## config.mk

```make
export PLATFORM = sky130hd
export DESIGN_NAME = cont_ctrl
export DESIGN_NICKNAME = d
export VERILOG_FILES = /design/src/rtl/cont_pkg.sv /design/src/rtl/btn_debounce.sv /design/src/rtl/cont_ctrl.sv
export SDC_FILE = /design/constraint.sdc
export NUM_CORES = 1
export LEC_CHECK = 0
export CAP_MARGIN = 10
export CORE_MARGIN = 5
export CORE_UTILIZATION = 25
export CTS_BUF_LIST = sky130_fd_sc_hd__clkbuf_2 sky130_fd_sc_hd__clkbuf_4 sky130_fd_sc_hd__clkbuf_8
export CTS_CLUSTER_DIAMETER = 40
export CTS_CLUSTER_SIZE = 30
export DETAILED_ROUTE_END_ITERATION = 16
export PLACE_DENSITY = 0.46
export SYNTH_ARGS = -nofsm -noshare
export SYNTH_HDL_FRONTEND = slang
export SYNTH_SLANG_ARGS = --single-unit
```

## constraint.sdc

```tcl
create_clock -name clk -period 2.8 [get_ports clk]
set_clock_uncertainty 0.05 [all_clocks]
set_input_delay 0.56 -clock clk [delete_from_list [all_inputs] [get_ports clk]]
set_output_delay 0.56 -clock clk [all_outputs]
set_load 0.01 [all_outputs]
```

## src/rtl/cont_pkg.sv

```systemverilog
// Shared encodings and default timing constants for the run/pause/direction counter controller.
package cont_pkg;

    typedef enum logic [1:0] {
        ST_IDLE  = 2'b00,
        ST_RUN   = 2'b01,
        ST_PAUSE = 2'b10,
        ST_DONE  = 2'b11
    } state_e;

    // Board build: 50 MHz clock, 1 s count period, 20 ms debounce.
    localparam int unsigned BOARD_PRESCALE   = 50000000;
    localparam int unsigned BOARD_DEB_CYCLES = 1000000;
    localparam int unsigned BOARD_PS_W       = 26;

    // Short values that keep simulation runs small.
    localparam int unsigned SIM_PRESCALE   = 4;
    localparam int unsigned SIM_DEB_CYCLES = 3;
    localparam int unsigned SIM_PS_W       = 3;

endpackage

```

## src/rtl/btn_debounce.sv

```systemverilog
// Synchronises a raw push-button, debounces its level and emits one pulse per accepted press.
module btn_debounce #(
    parameter int unsigned DEB_CYCLES = 3
) (
    input  logic clk,
    input  logic clr,
    input  logic btn_raw,
    output logic btn_level,
    output logic btn_pulse
);

    localparam int unsigned CW = (DEB_CYCLES > 1) ? $clog2(DEB_CYCLES) : 1;

    logic          sync1_q, sync2_q;
    logic          level_q, level_d;
    logic          level_dly_q;
    logic          pulse_q;
    logic [CW-1:0] cnt_q, cnt_d;

    // Any sample that agrees with the current level restarts the stability count.
    always_comb begin
        level_d = level_q;
        cnt_d   = '0;
        if (sync2_q != level_q) begin
            if (cnt_q == CW'(DEB_CYCLES - 1)) begin
                level_d = ~level_q;
            end else begin
                cnt_d = cnt_q + CW'(1);
            end
        end
    end

    always_ff @(posedge clk) begin
        if (clr) begin
            sync1_q     <= 1'b0;
            sync2_q     <= 1'b0;
            level_q     <= 1'b0;
            cnt_q       <= '0;
            level_dly_q <= 1'b0;
            pulse_q     <= 1'b0;
        end else begin
            sync1_q     <= btn_raw;
            sync2_q     <= sync1_q;
            level_q     <= level_d;
            cnt_q       <= cnt_d;
            level_dly_q <= level_q;
            pulse_q     <= level_q & ~level_dly_q;
        end
    end

    assign btn_level = level_q;
    assign btn_pulse = pulse_q;

endmodule

```

## src/rtl/cont_ctrl.sv

```systemverilog
// Start/stop/direction controller: debounced keys drive a run FSM that issues prescaled,
// single-cycle count enables and stops the counter at its terminal value.
module cont_ctrl import cont_pkg::*; #(
    parameter int unsigned PRESCALE   = BOARD_PRESCALE,
    parameter int unsigned DEB_CYCLES = BOARD_DEB_CYCLES,
    parameter int unsigned PS_W       = BOARD_PS_W
) (
    input  logic       clk,
    input  logic       clr,
    input  logic       btn_start,
    input  logic       btn_dir,
    input  logic       tc_in,
    output logic       cnt_en,
    output logic       cnt_up,
    output logic       cnt_clr,
    output logic [1:0] state,
    output logic       done
);

    logic start_p, dir_p;
    logic start_lvl, dir_lvl;
    logic unused_levels;

    btn_debounce #(.DEB_CYCLES(DEB_CYCLES)) u_deb_start (
        .clk       (clk),
        .clr       (clr),
        .btn_raw   (btn_start),
        .btn_level (start_lvl),
        .btn_pulse (start_p)
    );

    btn_debounce #(.DEB_CYCLES(DEB_CYCLES)) u_deb_dir (
        .clk       (clk),
        .clr       (clr),
        .btn_raw   (btn_dir),
        .btn_level (dir_lvl),
        .btn_pulse (dir_p)
    );

    assign unused_levels = start_lvl ^ dir_lvl;

    state_e          state_q, state_d;
    logic [PS_W-1:0] ps_q, ps_d;
    logic            cnt_en_q, cnt_en_d;
    logic            cnt_up_q, cnt_up_d;
    logic            cnt_clr_q, cnt_clr_d;
    logic            done_q, done_d;
    logic            tick;

    assign tick = (state_q == ST_RUN) && (ps_q == PS_W'(PRESCALE - 1));

    always_comb begin
        state_d   = state_q;
        ps_d      = ps_q;
        cnt_en_d  = 1'b0;
        cnt_up_d  = cnt_up_q;
        cnt_clr_d = 1'b0;
        unique case (state_q)
            ST_IDLE: begin
                ps_d = '0;
                if (dir_p) cnt_up_d = ~cnt_up_q;
                if (start_p) state_d = ST_RUN;
            end
            ST_RUN: begin
                ps_d = tick ? '0 : ps_q + PS_W'(1);
                // A stop request wins over a coincident tick, so no enable slips out.
                if (start_p) begin
                    state_d = ST_PAUSE;
                end else if (tick) begin
                    if (tc_in) state_d  = ST_DONE;
                    else       cnt_en_d = 1'b1;
                end
            end
            ST_PAUSE: begin
                if (dir_p) cnt_up_d = ~cnt_up_q;
                if (start_p) state_d = ST_RUN;
            end
            ST_DONE: begin
                ps_d = '0;
                if (start_p) begin
                    state_d   = ST_IDLE;
                    cnt_clr_d = 1'b1;
                    cnt_up_d  = 1'b1;
                end
            end
            default: state_d = ST_IDLE;
        endcase
        done_d = (state_d == ST_DONE);
    end

    always_ff @(posedge clk) begin
        if (clr) begin
            state_q   <= ST_IDLE;
            ps_q      <= '0;
            cnt_en_q  <= 1'b0;
            cnt_up_q  <= 1'b1;
            cnt_clr_q <= 1'b1;
            done_q    <= 1'b0;
        end else begin
            state_q   <= state_d;
            ps_q      <= ps_d;
            cnt_en_q  <= cnt_en_d;
            cnt_up_q  <= cnt_up_d;
            cnt_clr_q <= cnt_clr_d;
            done_q    <= done_d;
        end
    end

    assign cnt_en  = cnt_en_q;
    assign cnt_up  = cnt_up_q;
    assign cnt_clr = cnt_clr_q;
    assign state   = state_q;
    assign done    = done_q;

endmodule
```

* Yosys cells after proc, flatten, opt, wreduce, memory -nomap -nowiden
Index checks and enable logic that the tools add are counted.
Widths: inputs -> output; s select.
** Storage, ports and cells
- Register bits :: 82
- Bits in latches :: 0
- RAM bits :: 0
- ROM bits :: 0
- Output and inout bits :: 6
- Logic and storage cells :: 69
- Memories :: 0
** Operators by class
- $add $sub $neg :: 3
- $mul :: 0
- Divide/modulo/power cells :: 0
- $lt $le $gt $ge :: 0
- Eq/ne operators :: 11
- Shift-type cells :: 0
- Multiplexer cells :: 14
- Bitwise logic cells :: 11
- Reduce and logical (&&, ||, !) cells :: 12
** Operator list (number)
- $pmux 26 s2 :: 1
- $add 20x1->20 const B :: 2
- $eq 20x20->1 const B :: 2
- $add 26x1->26 const B :: 1
- $eq 26x26->1 const B :: 1
- $mux 26 :: 1
- $mux 2 :: 5
- $not 1->1 :: 9
- $eq 2x2->1 const B :: 3
- $pmux 2 s3 :: 1
- $reduce_or 3->1 :: 2
- $mux 1 :: 5
- $ne 2x1->1 const B :: 2
- $reduce_and 2->1 :: 2
- $reduce_bool 2->1 :: 2
- $reduce_or 2->1 :: 2
- $reduce_or 4->1 :: 1
- $reduce_and 3->1 :: 1
- $and 1x1->1 :: 2
- $eq 2x1->1 const B :: 1
- $logic_not 2->1 :: 1
- $ne 1x1->1 :: 2
- $pmux 1 s2 :: 1
- $logic_and 1x1->1 :: 1

* Depth between registers and ports, before layout
Gate-level depths: netlist (run 1).
- Depth in word-level cells :: 6
- Mapped depth :: 7
- Depth with buffers taken out :: 6

* Hierarchy
Synthesis (run 1) repeated with hierarchy kept, for this count alone.
** Second synthesis, totals
- Cell total of the unflattened synthesis :: 441
- Area, all modules :: 4008.8 um^2
** By module, submodules not included
- btn_debounce :: times used 2, cells an instance 115, area an instance 1062.3 um^2, seq. area each 500.5 um^2
- cont_ctrl :: times used 1, cells an instance 211, area an instance 1884.3 um^2, seq. area each 640.6 um^2

* Worst setup path before layout (run 1)
OpenSTA, ideal clock, no wires.
- Kind :: register to register
- From :: reg state_q[0], in the netlist state[0]
- To :: reg ps_q[25]
- Arrival time :: 2310 ps
- Data required time :: 2664 ps
- Path slack :: 353 ps
- Cell stages (with the launch flop) :: 7
- Clock period less this slack :: 2447 ps
- Path through :: dfxtp_1 inv_1 ha_1 nand3b_1 or4_4 or4_1 a221oi_2
** On the way
- Cells in the longest elaborated chain, start to end :: 4
** Ends and longest elaborated chain
- start, declared :: RTL line cont_ctrl.sv:42 : state_e state_q, state_d;
- start signal, assigned :: RTL line cont_ctrl.sv:100 : state_q <= state_d;
- $eq 2x1->1 :: RTL line cont_ctrl.sv:50, cont_ctrl.sv:58
- $logic_and 1x1->1 :: RTL line cont_ctrl.sv:50 : assign tick = (state_q == ST_RUN) && (ps_q == PS_W'(PRESCALE - 1));
- $mux 26 :: RTL line cont_ctrl.sv:65 : ps_d = tick ? '0 : ps_q + PS_W'(1);
- $pmux 26 s2 :: RTL line cont_ctrl.sv:58 : unique case (state_q)
- end signal, assigned :: RTL line cont_ctrl.sv:101 : ps_q <= ps_d;
- end, declared :: RTL line cont_ctrl.sv:43 : logic [PS_W-1:0] ps_q, ps_d;
Parallel ways exist; a longest one is shown, timed or not.
A chain may end at the register's enable or synchronous reset.

* Worst setup path after layout (run 1)
- From :: reg state_q[0], in the netlist state[0]
- To :: reg ps_q[20]
Same word-level chain as after synthesis.

==> results of run 1 <==
-- where the power goes --
| group | internal [mW] | leakage (nW) | switching [mW] |
|---|---|---|---|
| Sequential | 1.17 | 0.662 | 0.00181 |
| Clock | 0.574 | 0.119 | 0.435 |
| Combinational | 0.0152 | 0.551 | 0.0189 |
| Total | 1.76 | 1.33 | 0.456 |
-- metrics by stage --
step	area (sq um)	power [mW]
CTS	4480	2.25
global placement	4250	1.23
floorplan	3930	1.22
global route	4480	2.31
detailed placement	4250	1.23
finish	4480	2.21
-- area by class of cell --
type                            instances  area (sq um)  area share (%)
Clock buffer                           12           165            3.68
Clock inverter                          4          72.6            1.62
Tap cell                              211           264            5.89
Inverter                               14          52.6            1.17
Sequential cell                        82          1640            36.6
Timing Repair Buffer                   17           165            3.68
Multi-Input combinational cell        311          2120            47.3
-- flip-flops by register name, indices dropped and copies added (netlist names), 2 cells and up --
| name | count |
|---|---|
| ps_q | 26 |
| state | 2 |
| u_deb_dir.cnt_q | 20 |
| u_deb_start.cnt_q | 20 |
-- per-layer routing --
metal	wire length [um]	vias to the layer above	share of wire [%]
li1	-	1597	-
met1	3970	1516	48
met2	3940	30	48
met3	203	7	2.5
met4	92	0	1.1
met5	0	-	0
-- cell usage in the layout, fill, tap and decap left out, types with 4 or more instances in the layout --
cell type / instances
dfxtp_1: 82
nor2_1: 40
nand3_1: 23
xnor2_1: 18
xor2_1: 18
nand4_1: 17
o21ai_0: 17
or3_1: 17
or4_1: 15
nand2_1: 15
a21oi_1: 14
inv_1: 13
o31ai_1: 13
clkbuf_8: 12
a211oi_1: 11
nor2b_1: 11
a221oi_1: 10
clkdlybuf4s50_1: 10
ha_1: 9
nor3_1: 6
and4_1: 6
buf_4: 6
a221oi_2: 5
and3_1: 5
or4_4: 4
nor4_1: 4
-- logic make-up after synthesis --
group	count (synthesis)	synth area share, %
buf+inv	37	4.33
xor+xnor	36	8.02
compound gates	84	15.8
fa+ha+maj	9	2.86
flops	82	41.7
mux	1	0.254
simple gates	181	27.0
-- worst max-delay path, delay by kind of cell (launching register included) --
kind / cells / cell delay, ns
AND/OR/NAND/NOR: 3 / 1.37
buffers and inverters: 1 / 0.12
adder cells (fa/ha/maj): 1 / 0.31
AO/OA/AOI/OAI: 1 / 0.26
flip-flops: 1 / 0.45
-- path summary, 6_finish.rpt --
| kind | endpoint | cells after the start |
|---|---|---|
| setup reg to reg | ps_q[20] | 6 |
| hold reg to reg | u_deb_dir.btn_pulse | 1 |
| hold / removal | u_deb_dir.btn_pulse | 1 |
| setup / recovery | ps_q[20] | 6 |
==> impl_metrics.json, run 1 <==
{
  "synth_most_common_cell": "dfxtp_1",
  "die_w_um": 135,
  "synth-seq-area-share_pct": 41.7,
  "synth_top_cells_by_area": "dfxtp_1 42%, xnor2_1 4.0%, xor2_1 4.0%, nor2_1 3.8%, nand3_1 2.9%",
  "cp-end-kind": "flip-flop",
  "drc_errors": 0,
  "yosys.area.top_type": "dfxtp_1",
  "power_density_nw_per_um2": 494,
  "cts_buffers": 9,
  "postRouteWirelength_mm": 8.21,
  "grt_max_degree": 35,
  "critPathRequiredTime_ns": 3.02,
  "place_congestion": 0.749,
  "cp_max_fo": 11,
  "critPathKind": "flip-flop to flip-flop",
  "fin_crit_ns": 2.62,
  "clkTransAtPathRegs_ns": 0.09,
  "path_cells": "inv_1 -> ha_1 -> nand4b_4 -> or3_1 -> or4_1 -> a221oi_1",
  "final_cell_count_no_fill": 651,
  "cts_tree": "built",
  "fin_util_pct": 29.3,
  "maxSlewViolCount": 0,
  "yosys_most_used_dff": "dfxtp_1",
  "clock-sinks": 82,
  "ys_async_sr_fraction_pct": 0,
  "clock.fmax_mhz": 382,
  "ctsHoldBuffers": 0,
  "synth-seq-cells": 82,
  "cp.arrival_ns": 2.84,
  "die_area_sq_um": 18300,
  "rsz0062_at_grt": "false",
  "std_cell_rows": 45,
  "yosys-top-cells-count": "82 x dfxtp_1, 40 x nor2_1, 23 x nand3_1",
  "grtUsageMet2_pct": 16.5,
  "clkLatencyLatePin_ns": 0.36,
  "r2r-start": "state[0]",
  "grtUsageMet1_pct": 11.1,
  "grt_use_met3_pct": 2.49,
  "wl_per_cell_um": 12.6,
  "synth.top_cell.area_share_pct": 41.7,
  "status": "complete, no violations",
  "fin_setup_tns_ns": 0,
  "io_pins": 11,
  "detail-route-antenna-nets": 0,
  "r2r_slack_ns": 0.18,
  "antenna_cells": 0,
  "syn_avg_cell_area_sq_um": 9.15,
  "grt_pass1_wl_mm": 14.2,
  "grt-busiest-layer": "met2",
  "die_y_um": 135,
  "grt_pass1_vias": 3070,
  "critPathSlowestCell": "or3_1",
  "vdd_drop_max_mv": 0.205,
  "drive_gt1_share_pct": 9.55,
  "dp_hpwl_mm": 5.60,
  "syn_nets": 444,
  "post_cts_buffers": 0,
  "dp.cells": 635,
  "antenna_found_initial": 0,
  "dr.pass1.iters": 4,
  "period_share_pct": 93.5,
  "synthCells": 430,
  "cts.repair.resized": 0,
  "syn2layout_area_growth_pct": 14.0,
  "final-hold-violation-count": 0,
  "relSlewSlack_pct": 65.0,
  "fill_cells": 1640,
  "viasPerCell": 4.84,
  "buffer_ports.inserted": 10,
  "cts_max_level": 3,
  "startpoint_type": "flip-flop",
  "gr-total-overflow": 0,
  "worstMarginPinSlew_ns": 0.524,
  "cts_max_path_buffers": 2,
  "vias": 3150,
  "critPathLaunch": "state[0]",
  "hold_start": "u_deb_dir.level_dly_q",
  "start_util_pct": 25.7,
  "drt_iter0_drc": 117,
  "grtUsageTotal_pct": 9.38,
  "fin_ws_ns": 0.182,
  "core_area_sq_um": 15300,
  "post-place-ws_ns": 0.158,
  "syn_area_sq_um": 3930,
  "max_cap_violations": 0,
  "cpPeakStageDelay_ns": 0.59,
  "hp-class": "flip-flop to flip-flop",
  "yosys_warnings": 0,
  "ys_types": 53,
  "hold_slack_ns": 0.341,
  "leakagePower_nw": 1.33,
  "final_nets": 449,
  "cts_root_buffer": "clkbuf_8",
  "setup_viol": 0,
  "synth-edff-count": 0
}
No activity file was read; power rests on OpenSTA's default activity.
==> run 2: changes to the inputs <==
CORE_UTILIZATION = 30   (was 25)
PLACE_DENSITY = 0.52   (was 0.46)
SYNTH_HIERARCHICAL = 1   (was not set)
==> run 2 against run 1 <==
Effect of this change:
- synthesized cell count increased by 2.6%
- via count increased by 1.5%
- worst hold slack got worse by 0.0046 ns
- clock power decreased by 4%
- die area decreased by 14%
- sequential power about the same
- non-clock buffer count decreased by 3
- cell count decreased by 3.5%
- combinational power decreased by 1%
- critical endpoint is now ps_q[23]
==> impl_metrics.json, run 2 <==
{
  "status": "complete, no violations",
  "wl_per_cell_um": 13.2,
  "syn_avg_cell_area_sq_um": 9.09,
  "fin_crit_ns": 2.37,
  "clock.fmax_mhz": 422,
  "start_util_pct": 30.4,
  "yosys_warnings": 6,
  "vdd_drop_max_mv": 0.234,
  "gr-total-overflow": 0,
  "dp.cells": 612,
  "critPathKind": "flip-flop to flip-flop",
  "synth-seq-area-share_pct": 40.9,
  "syn2layout_area_growth_pct": 12.0,
  "antenna_found_initial": 0,
  "buffer_ports.inserted": 10,
  "dr.pass1.iters": 4,
  "die_w_um": 126,
  "cp_max_fo": 7,
  "die_y_um": 126,
  "r2r-start": "state[0]",
  "critPathSlowestCell": "or4_1",
  "cts.repair.resized": 0,
  "cp.arrival_ns": 2.60,
  "synth-seq-cells": 82,
  "path_cells": "inv_1 -> ha_1 -> nand4b_4 -> or3_1 -> or4_1 -> a221oi_2",
  "yosys_most_used_dff": "dfxtp_1",
  "clock-sinks": 82,
  "die_area_sq_um": 15800,
  "std_cell_rows": 42,
  "relSlewSlack_pct": 55.0,
  "hold_end": "u_deb_dir/btn_pulse",
  "clkTransAtPathRegs_ns": 0.09,
  "rsz0062_at_grt": "false",
  "synth.top_cell.area_share_pct": 40.9,
  "synth_top_cells_by_area": "dfxtp_1 41%, xnor2_1 8.7%, nor2_1 4.9%, a211oi_1 2.8%, ha_1 2.8%",
  "core_area_sq_um": 13200,
  "muxShareOfSynthArea_pct": 0.250,
  "synth_compound_area_share_pct": 13.8,
  "clkLatencyLatePin_ns": 0.36,
  "critPathRequiredTime_ns": 3.03,
  "fin_setup_tns_ns": 0,
  "crit_family": "simple AND/OR/NAND/NOR gates",
  "synthAdderAreaFrac_pct": 2.81,
  "reg2reg_to": "ps_q[23]",
  "largest_register": "ps_q",
  "dp_hpwl_mm": 5.73,
  "cts_tree": "built",
  "io_pins": 11,
  "leakagePower_nw": 1.26,
  "crit_buf_inv": 1,
  "postRouteWirelength_mm": 8.29,
  "synthXorXnorAreaFrac_pct": 9.39,
  "maxSlewViolCount": 0,
  "vias": 3196,
  "period_share_pct": 84.5,
  "r2r_slack_ns": 0.43,
  "synth_top_family_by_area": "simple AND/OR/NAND/NOR gates",
  "syn_area_sq_um": 4010,
  "ys_async_sr_fraction_pct": 0,
  "grt_pass1_vias": 2997,
  "holdPathStages": 1,
  "worstMarginPinSlew_ns": 0.668,
  "final_nets": 461,
  "synth-simple-area-share_pct": 28.3,
  "detail-route-antenna-nets": 0,
  "layout_commonest_cell": "dfxtp_1",
  "fill_cells": 1350,
  "cts_root_buffer": "clkbuf_8",
  "grt_pass1_wl_mm": 14.6,
  "hp-class": "flip-flop to flip-flop",
  "reg_top3": "ps_q (26), u_deb_dir/cnt_q (20), u_deb_start/cnt_q (20)",
  "setup_viol": 0,
  "cts_max_level": 3,
  "yosys-top-cells-count": "82 x dfxtp_1, 52 x nor2_1, 40 x xnor2_1",
  "final-hold-violation-count": 0,
  "drc_errors": 0,
  "drive_gt1_share_pct": 8.85,
  "synth-edff-count": 0,
  "place_congestion": 0.762,
  "synthCells": 441,
  "yosys.area.top_type": "dfxtp_1",
  "startpoint_type": "flip-flop",
  "ys_types": 57,
  "syn_nets": 455,
  "largest_reg_flops": 26,
  "cts_buffers": 9,
  "ctsHoldBuffers": 0,
  "cp-end-kind": "flip-flop",
  "viasPerCell": 5.09,
  "max_cap_violations": 0,
  "cts_max_path_buffers": 2,
  "grtUsageTotal_pct": 11.0,
  "hold_start": "u_deb_dir/level_dly_q",
  "grt_max_degree": 31,
  "power_density_nw_per_um2": 485,
  "reg2regPathDepth": 6,
  "synth_most_common_cell": "dfxtp_1",
  "post_cts_buffers": 0,
  "drt_iter0_drc": 226,
  "antenna_cells": 0,
  "final_cell_count_no_fill": 628,
  "fin_ws_ns": 0.433,
  "post-place-ws_ns": 0.450,
  "most-common-layout-cells": "82 x dfxtp_1, 52 x nor2_1, 40 x xnor2_1, 20 x nand2_1, 19 x inv_1",
  "cpPeakStageDelay_ns": 0.52
}
-- run 2: changes by cell type in the layout (fill, tap and decap cells not counted), sizes merged, moves of 10 or more --
cell   before  now
nor4        4   14
o31ai      13    3
xnor2      18   40
xor2       18    3
nor2       40   52
or4        19    7
-- run 2: layout make-up --
| class | count | area (sq um) | area share [%] |
|---|---|---|---|
| multi-input combinational | 320 | 2190 | 48.7 |
| inverter | 20 | 75.1 | 1.67 |
| timing repair buffer | 14 | 143 | 3.18 |
| sequential | 82 | 1640 | 36.6 |
| tap | 176 | 220 | 4.90 |
| clock buffer | 9 | 124 | 2.76 |
| clock inverter | 7 | 98.8 | 2.20 |
-- run 2: worst max-delay path by stage --
stage / startpoint / end / slack (ns) / depth (start not counted)
global placement: state[0] / ps_q[23] / 0.51 / 6
detailed placement: state[0] / ps_q[23] / 0.45 / 6
floorplan: state[0] / ps_q[21] / 0.38 / 8
finish: state[0] / ps_q[23] / 0.43 / 6
global route: state[0] / ps_q[21] / 0.31 / 6
CTS: state[0] / ps_q[23] / 0.42 / 6
-- run 2: routing by layer --
| metal | part of all wire [%] | vias to the layer above | track usage (%) |
|---|---|---|---|
| met1 | 50 | 1522 | 14.8 |
| met4 | 1.3 | 0 | 3.32 |
| met3 | 2.6 | 11 | 2.99 |
| met2 | 47 | 24 | 17.2 |
| met5 | 0 | - | 0 |
| li1 | - | 1639 | - |
-- run 2: logic make-up (layout without fill, tap and decap cells) --
kind of cell / count (synthesis) / after routing
AO/OA/AOI/OAI: 72 / 72
XOR/XNOR: 43 / 43
adder cells (fa/ha/maj): 9 / 9
buffers and inverters: 39 / 50
flip-flops: 82 / 82
multiplexers: 1 / 1
AND/OR/NAND/NOR: 195 / 195
-- run 2: through the flow --
step	util (%)	hold WS [ns]	area [sq um]	power, mW
floorplan	-	0.317	4010	1.22
global placement	32.4	0.323	4270	1.23
detailed placement	32.4	0.322	4270	1.23
CTS	34.0	0.336	4490	2.22
global route	34.0	0.347	4490	2.27
finish	34.0	0.336	4490	2.18
-- run 2: report_power, final --
group | leakage (nW) | switching, mW | total [mW] | internal (mW)
Clock | 0.110 | 0.463 | 0.972 | 0.508
Sequential | 0.662 | 0.00189 | 1.17 | 1.17
Combinational | 0.488 | 0.0193 | 0.0336 | 0.0144
Total | 1.26 | 0.484 | 2.18 | 1.69
